File: config.mk
export PLATFORM = sky130hd
export DESIGN_NAME = des_round_ctrl_flat
export DESIGN_NICKNAME = d
export VERILOG_FILES = /design/src/rtl/des_pkg.sv /design/src/rtl/des_round_ctrl_if.sv /design/src/rtl/des_shift_sched.sv /design/src/rtl/des_round_ctrl.sv /design/src/flat_wrapper.sv
export SDC_FILE = /design/constraint.sdc
export NUM_CORES = 1
export LEC_CHECK = 0
export BUFFER_PORTS_ARGS = -buffer_cell sky130_fd_sc_hd__buf_2
export CAP_MARGIN = 0
export CORE_MARGIN = 8
export CORE_UTILIZATION = 40
export DETAILED_ROUTE_END_ITERATION = 8
export PLACE_DENSITY_LB_ADDON = 0.25
export SETUP_SLACK_MARGIN = 0.4
export SLEW_MARGIN = 0
export SYNTH_ARGS = -nofsm -noshare
export SYNTH_HDL_FRONTEND = slang
export SYNTH_HIERARCHICAL = 1
export SYNTH_SLANG_ARGS = --single-unit
File: constraint.sdc
create_clock -name clk -period 5.1 [get_ports clk]
set_clock_uncertainty 0.2 [all_clocks]
set_input_delay 0.255 -clock clk [delete_from_list [all_inputs] [get_ports clk]]
set_output_delay 0.255 -clock clk [all_outputs]
set_load 0.02 [all_outputs]
File: src/rtl/des_pkg.sv
// Shared types and constants for the iterative (T)DES round sequencer.
package des_pkg;

    typedef enum logic [1:0] {
        IDLE  = 2'd0,
        LOAD  = 2'd1,
        ROUND = 2'd2,
        DONE  = 2'd3
    } state_t;

    typedef logic [1:0] key_sel_t;

    localparam int ROUNDS_PER_PASS = 16;

    // Rounds whose C/D rotate is a single position (0, 1, 8, 15); all others rotate by two.
    localparam logic [15:0] SHIFT_ONE = 16'h8103;

endpackage

File: src/rtl/des_round_ctrl_if.sv
// Block I/O handshake plus datapath/key-schedule control lines of the round sequencer.
interface des_round_ctrl_if;
    import des_pkg::*;

    logic       in_valid;
    logic       in_ready;
    logic       decrypt;
    logic       out_valid;
    logic       out_ready;
    logic       load;
    logic       chain;
    key_sel_t   key_sel;
    logic       round_en;
    logic [3:0] round_idx;
    logic [1:0] shift_amt;
    logic       shift_right;
    logic       last_round;
    logic       busy;

    // Requester / result consumer side.
    modport master (
        output in_valid, decrypt, out_ready,
        input  in_ready, out_valid, load, chain, key_sel, round_en,
               round_idx, shift_amt, shift_right, last_round, busy
    );

    // Sequencer side.
    modport slave (
        input  in_valid, decrypt, out_ready,
        output in_ready, out_valid, load, chain, key_sel, round_en,
               round_idx, shift_amt, shift_right, last_round, busy
    );

endinterface

File: src/rtl/des_shift_sched.sv
// C/D rotate amount for a round; decrypt-direction passes skip the rotate at round 0.
module des_shift_sched
    import des_pkg::*;
(
    input  logic [3:0] round_idx_i,
    input  logic       dir_dec_i,
    output logic [1:0] shift_amt_o
);

    // Decrypt direction starts from the un-rotated key, so round 0 does not move it.
    always_comb begin
        shift_amt_o = 2'd2;
        if (dir_dec_i && (round_idx_i == 4'd0))
            shift_amt_o = 2'd0;
        else if (SHIFT_ONE[round_idx_i])
            shift_amt_o = 2'd1;
    end

endmodule

File: src/rtl/des_round_ctrl.sv
// Iterative (T)DES round sequencer: LOAD, 16 ROUND cycles per pass, EDE/DED key order.
module des_round_ctrl
    import des_pkg::*;
#(
    parameter int NUM_PASSES = 3,
    parameter int ROUNDS     = ROUNDS_PER_PASS
) (
    input  logic              clk,
    input  logic              n_rst,
    des_round_ctrl_if.slave   bus
);

    localparam logic [1:0] LAST_PASS  = 2'(NUM_PASSES - 1);
    localparam logic [3:0] LAST_ROUND = 4'(ROUNDS - 1);

    state_t     state_q, state_d;
    logic [1:0] pass_q, pass_d;
    logic [3:0] round_q, round_d;
    logic       dec_q, dec_d;

    logic       in_ready;
    logic       accept;
    logic       dir_dec;
    logic [1:0] shift_amt;
    key_sel_t   key_sel;

    assign in_ready = (state_q == IDLE) || ((state_q == DONE) && bus.out_ready);
    assign accept   = bus.in_valid && in_ready;

    // Pass 1 of a triple pass runs in the opposite direction to passes 0 and 2.
    assign dir_dec = dec_q ^ pass_q[0];

    // EDE uses K1,K2,K3 in order; DED walks the keys backwards. Single DES always uses K1.
    always_comb begin
        key_sel = pass_q;
        if (NUM_PASSES == 1)
            key_sel = 2'd0;
        else if (dec_q)
            key_sel = 2'd2 - pass_q;
    end

    des_shift_sched u_shift_sched (
        .round_idx_i (round_q),
        .dir_dec_i   (dir_dec),
        .shift_amt_o (shift_amt)
    );

    // State, pass and round registers.
    always_ff @(posedge clk) begin
        if (!n_rst) begin
            state_q <= IDLE;
            pass_q  <= 2'd0;
            round_q <= 4'd0;
            dec_q   <= 1'b0;
        end else begin
            state_q <= state_d;
            pass_q  <= pass_d;
            round_q <= round_d;
            dec_q   <= dec_d;
        end
    end

    // Next-state: round counter restarts at every LOAD; an accept in DONE skips IDLE.
    always_comb begin
        state_d = state_q;
        pass_d  = pass_q;
        round_d = round_q;
        dec_d   = dec_q;
        case (state_q)
            IDLE: ;
            LOAD: begin
                state_d = ROUND;
                round_d = 4'd0;
            end
            ROUND: begin
                if (round_q == LAST_ROUND) begin
                    round_d = 4'd0;
                    if (pass_q == LAST_PASS) begin
                        state_d = DONE;
                    end else begin
                        pass_d  = pass_q + 2'd1;
                        state_d = LOAD;
                    end
                end else begin
                    round_d = round_q + 4'd1;
                end
            end
            DONE: begin
                if (bus.out_ready)
                    state_d = IDLE;
            end
            default: state_d = IDLE;
        endcase
        if (accept) begin
            state_d = LOAD;
            pass_d  = 2'd0;
            dec_d   = bus.decrypt;
        end
    end

    // Control outputs, gated so IDLE/DONE present only the handshake lines.
    assign bus.in_ready    = in_ready;
    assign bus.out_valid   = (state_q == DONE);
    assign bus.load        = (state_q == LOAD);
    assign bus.chain       = (state_q == LOAD) && (pass_q != 2'd0);
    assign bus.key_sel     = ((state_q == LOAD) || (state_q == ROUND)) ? key_sel : 2'd0;
    assign bus.round_en    = (state_q == ROUND);
    assign bus.round_idx   = (state_q == ROUND) ? round_q : 4'd0;
    assign bus.shift_amt   = (state_q == ROUND) ? shift_amt : 2'd0;
    assign bus.shift_right = (state_q == ROUND) && dir_dec;
    assign bus.last_round  = (state_q == ROUND) && (round_q == LAST_ROUND);
    assign bus.busy        = (state_q != IDLE);

endmodule
File: src/flat_wrapper.sv
// flat-port wrapper written by rule: the top's interface ports become plain ports
module des_round_ctrl_flat import des_pkg::*;
#(
    parameter int NUM_PASSES = 3,
    parameter int ROUNDS     = ROUNDS_PER_PASS
)
  (clk, n_rst, bus_in_valid, bus_decrypt, bus_out_ready, bus_in_ready, bus_out_valid, bus_load, bus_chain, bus_key_sel, bus_round_en, bus_round_idx, bus_shift_amt, bus_shift_right, bus_last_round, bus_busy);
  des_round_ctrl_if bus_i ();
  input  logic clk;
  input  logic n_rst;
  input wire logic [$bits(bus_i.in_valid)-1:0] bus_in_valid;
  input wire logic [$bits(bus_i.decrypt)-1:0] bus_decrypt;
  input wire logic [$bits(bus_i.out_ready)-1:0] bus_out_ready;
  output wire logic [$bits(bus_i.in_ready)-1:0] bus_in_ready;
  output wire logic [$bits(bus_i.out_valid)-1:0] bus_out_valid;
  output wire logic [$bits(bus_i.load)-1:0] bus_load;
  output wire logic [$bits(bus_i.chain)-1:0] bus_chain;
  output wire logic [$bits(bus_i.key_sel)-1:0] bus_key_sel;
  output wire logic [$bits(bus_i.round_en)-1:0] bus_round_en;
  output wire logic [$bits(bus_i.round_idx)-1:0] bus_round_idx;
  output wire logic [$bits(bus_i.shift_amt)-1:0] bus_shift_amt;
  output wire logic [$bits(bus_i.shift_right)-1:0] bus_shift_right;
  output wire logic [$bits(bus_i.last_round)-1:0] bus_last_round;
  output wire logic [$bits(bus_i.busy)-1:0] bus_busy;
  assign bus_i.in_valid = bus_in_valid;
  assign bus_i.decrypt = bus_decrypt;
  assign bus_i.out_ready = bus_out_ready;
  assign bus_in_ready = bus_i.in_ready;
  assign bus_out_valid = bus_i.out_valid;
  assign bus_load = bus_i.load;
  assign bus_chain = bus_i.chain;
  assign bus_key_sel = bus_i.key_sel;
  assign bus_round_en = bus_i.round_en;
  assign bus_round_idx = bus_i.round_idx;
  assign bus_shift_amt = bus_i.shift_amt;
  assign bus_shift_right = bus_i.shift_right;
  assign bus_last_round = bus_i.last_round;
  assign bus_busy = bus_i.busy;
  des_round_ctrl #(.NUM_PASSES(NUM_PASSES), .ROUNDS(ROUNDS)) u_core (.clk(clk), .n_rst(n_rst), .bus(bus_i));
endmodule
==> metrics.log <==
[metrics] most common library cells after synthesis: 9 x sky130_fd_sc_hd__dfxtp_1, 8 x sky130_fd_sc_hd__and2_1, 8 x sky130_fd_sc_hd__ha_1, 8 x sky130_fd_sc_hd__inv_1, 8 x sky130_fd_sc_hd__nand2_1
[metrics] fraction of layout cells with a size suffix above 1: roughly a quarter
[metrics] top cell type by total area after synthesis: sky130_fd_sc_hd__dfxtp_1
[metrics] global-route wire length before repair: roughly 2600 um
[metrics] Post-CTS Repair Setup Buffers: 0
[metrics] ANT nets after route: 0
[metrics] # hold bufs at CTS: 0
[metrics] total of max-cap violations: 0
[metrics] WL/cell: 11.6 um
[metrics] Die Footprint: 0.00342 sq mm
[metrics] first-iteration detailed-routing DRC count: 8
[metrics] GR Util All Layers: 10.2%
[metrics] transition time at the pin with the least slew margin: between 500 and 600 ps
[metrics] Gate Count Post-Synth: between 80 and 90
[metrics] Leakage: 0.419 nW
[metrics] async set-reset flop share out of synthesis: 0%
[metrics] Diodes inserted: 0
[metrics] dpl cell area: 836 sq um
[metrics] number of buffers inserted by port buffering: 20
[metrics] area of the core: roughly 0.0017 sq mm
[metrics] remaining design rule violation count: 0
[metrics] num ports: 21
[metrics] launch instance of the worst min-delay path: bus_decrypt
[metrics] CP Capture Type: output pin
[metrics] Clock Pin Slew Worst Setup and Hold Paths: roughly 70 ps
[metrics] CTS H-tree depth: 1
[metrics] total wire length: 1550 um
[metrics] sequential element share of the synthesized area: 24.9%
[metrics] buffer depth of the longest clock path: 2
[metrics] leading cell types by total area after synthesis: sky130_fd_sc_hd__dfxtp_1 25%, sky130_fd_sc_hd__ha_1 14%, sky130_fd_sc_hd__and2_1 6.9%
[metrics] post-placement setup slack: 3130 ps
[metrics] antenna violations before repair: 0
[metrics] critical path data required time: 4640 ps
[metrics] Root Buffer: sky130_fd_sc_hd__clkbuf_4
[metrics] synthesized net count: 101
[metrics] Avg Vias per Cell: 4.79
[metrics] TritonCTS buffer count: 3
[metrics] Final setup viols: 0
[metrics] Yosys top cell area share: 24.9%
[metrics] Clk Latency, worst-skew pair: around 270 ps
[metrics] setup slack, reg-to-reg: 3140 ps
[metrics] synthesized area per cell: 8.22 sq um
[metrics] total of flip-flops plus latches after synthesis: 9
[metrics] Period Utilization, post-route: a little over two fifths
[metrics] TritonCTS clock tree: done
[metrics] post-CTS resize count: 0
[metrics] total number of clock tree sinks: 9
[metrics] Most used DFF post-synth: sky130_fd_sc_hd__dfxtp_1
[metrics] cell with the biggest individual delay on the critical path: sky130_fd_sc_hd__ha_1
[metrics] worst min-delay path endpoint: u_core/dec_q$_SDFFE_PN0P_
[metrics] starting density of the core: 42.3%
[metrics] total negative setup slack: 0 ps
[metrics] status: complete, no violations
[metrics] number of synthesis warnings: 6
[metrics] final hold vios: 0
[metrics] number of cells in the design after placement: 130
[metrics] Max Fanout on Critical Path: 20
[metrics] first-pass detailed-route iteration total: 4
[metrics] estimated wirelength of the detail-placed design: 1230 um
[metrics] worst vdd rail ir drop: 0.000244 V
[metrics] Reg-to-Reg Start: u_core/state_q[0]$_SDFFE_PN0P_
[metrics] Max-slew headroom: between 60% and 70%
[metrics] cell with the most instances after synthesis: sky130_fd_sc_hd__dfxtp_1
[metrics] number of global-route vias before repair: 596
[metrics] ratio of total power to cell area: 403 mW/mm^2
[metrics] Hold Worst Slack: 69.7 ps
[metrics] area added between synthesis and finish: 19.2%
[metrics] fin cells: roughly 130
[metrics] total design power: 0.348 mW
[metrics] number of flops mapped to enable cells by yosys: 0
[metrics] number of max-slew violations in the final report: 0
[metrics] fillers: 177
[metrics] total gr overflow: 0
[metrics] depth of the most critical reg-to-reg path: 6
[metrics] cell-by-cell trace of the critical path: inv_1 > ha_1 > and4_4 > buf_2
[metrics] num rows: 15
[metrics] die width: 58.5 um
[metrics] largest net degree at the start of global routing: 21
[metrics] CP delay by family, top: adder cells
[metrics] number of distinct library cell variants in the gate-level netlist after synthesis: 32
[metrics] Worst Hold Depth: 3
[metrics] Non-Filler Cell Area, Final: 862 sq um
[metrics] maximum frequency from static timing analysis: 463 MHz
[metrics] number of nets in the layout: 123
[metrics] setup slack of the critical path after layout: 2940 ps
[metrics] delay of the slowest cell on the worst path: a little over 500 ps
[metrics] Critical Path Start Type: register
[metrics] unrepaired setup endpoints after global routing: false
[metrics] arrival time at the worst endpoint: 1700 ps
[metrics] category of the most critical setup path: reg2out
[metrics] netlist area before placement: about 720 sq um
[metrics] final design utilization: 50.5%
[metrics] worst min path class: in2reg
[metrics] CP Buf/Inv Count: 2
[metrics] Worst R2R End: u_core/pass_q[1]$_SDFFE_PP0P_
[metrics] die outline height: 58.5 um
[metrics] routability congestion estimate: about 0.79
[metrics] vias post-DR: 642
[metrics] minimum clock period after layout: 2160 ps
## worst max-delay path by stage
stage	cells after the start	startpoint	slack, ps	to
4_1_cts	4	u_core/state_q[0]$_SDFFE_PN0P_	2920	bus_last_round
2_1_floorplan	7	u_core/state_q[0]$_SDFFE_PN0P_	3270	u_core/pass_q[1]$_SDFFE_PP0P_
3_5_place_dp	6	u_core/state_q[0]$_SDFFE_PN0P_	3130	u_core/pass_q[1]$_SDFFE_PP0P_
3_3_place_gp	6	u_core/state_q[0]$_SDFFE_PN0P_	3220	u_core/pass_q[1]$_SDFFE_PP0P_
6_report	4	u_core/state_q[0]$_SDFFE_PN0P_	2940	bus_last_round
5_1_grt	4	u_core/state_q[0]$_SDFFE_PN0P_	2780	bus_last_round
## layer usage
metal	track usage, %	wire (um)	vias to the layer above
met3	4.57	109	4
met4	6.29	24	0
li1	-	-	342
met5	0	0	-
met1	11.2	727	275
met2	15.7	692	21
## layout by cell type, fill, tap and decap left out, types with 2 or more instances in the layout
cell	netlist	final
sky130_fd_sc_hd__ha_1	8	8
sky130_fd_sc_hd__a21boi_0	4	4
sky130_fd_sc_hd__inv_1	8	8
sky130_fd_sc_hd__mux2i_1	2	2
sky130_fd_sc_hd__nand2_1	8	8
sky130_fd_sc_hd__nor2b_1	2	2
sky130_fd_sc_hd__a21oi_1	3	3
sky130_fd_sc_hd__and4_4	2	2
sky130_fd_sc_hd__buf_2	0	20
sky130_fd_sc_hd__and2_1	8	8
sky130_fd_sc_hd__dfxtp_1	9	9
sky130_fd_sc_hd__o21ai_0	3	3
sky130_fd_sc_hd__clkbuf_4	0	3
sky130_fd_sc_hd__o211a_1	2	2
sky130_fd_sc_hd__nor2_1	5	5
sky130_fd_sc_hd__nand3_1	4	4
sky130_fd_sc_hd__nand2b_1	2	2
## area by class of cell
class / instances / area, sq um / area share, %
multi-input cells: 68 / 494 / 57.3
repair buffers: 20 / 100 / 11.6
clock buffers: 4 / 26.3 / 3.05
inverters: 8 / 30.0 / 3.48
flip-flops and latches: 9 / 180 / 20.9
well taps: 25 / 31.3 / 3.63
## logic make-up after synthesis
family	Yosys count	share of synthesized area (%)
and+or+nand+nor	36	29.6
AOI/OAI and AO/OA	20	19.7
buffers and inverters	11	6.75
DFF	9	24.9
adders and majority gates	8	13.8
xor gates and xnor gates	2	2.42
muxes	2	2.77
## sequential cells by signal, summed over array words and instances, names as in the netlist
name / count
u_core/dec_q: 1
u_core/pass_q: 2
u_core/round_q: 4
u_core/state_q: 2
## worst min-delay path: stages
cell                       delay (ps)
sky130_fd_sc_hd__buf_2            100
sky130_fd_sc_hd__nand3_1           60
sky130_fd_sc_hd__a21boi_0          70
## where the power goes
| part | switching, mW | internal (mW) | leakage, nW |
|---|---|---|---|
| sequential | 0.0124 | 0.0803 | 0.0731 |
| clock | 0.0270 | 0.0302 | 0.0150 |
| combinational | 0.122 | 0.0761 | 0.331 |
| total | 0.161 | 0.187 | 0.419 |
No activity file was read; power rests on OpenSTA's default activity.
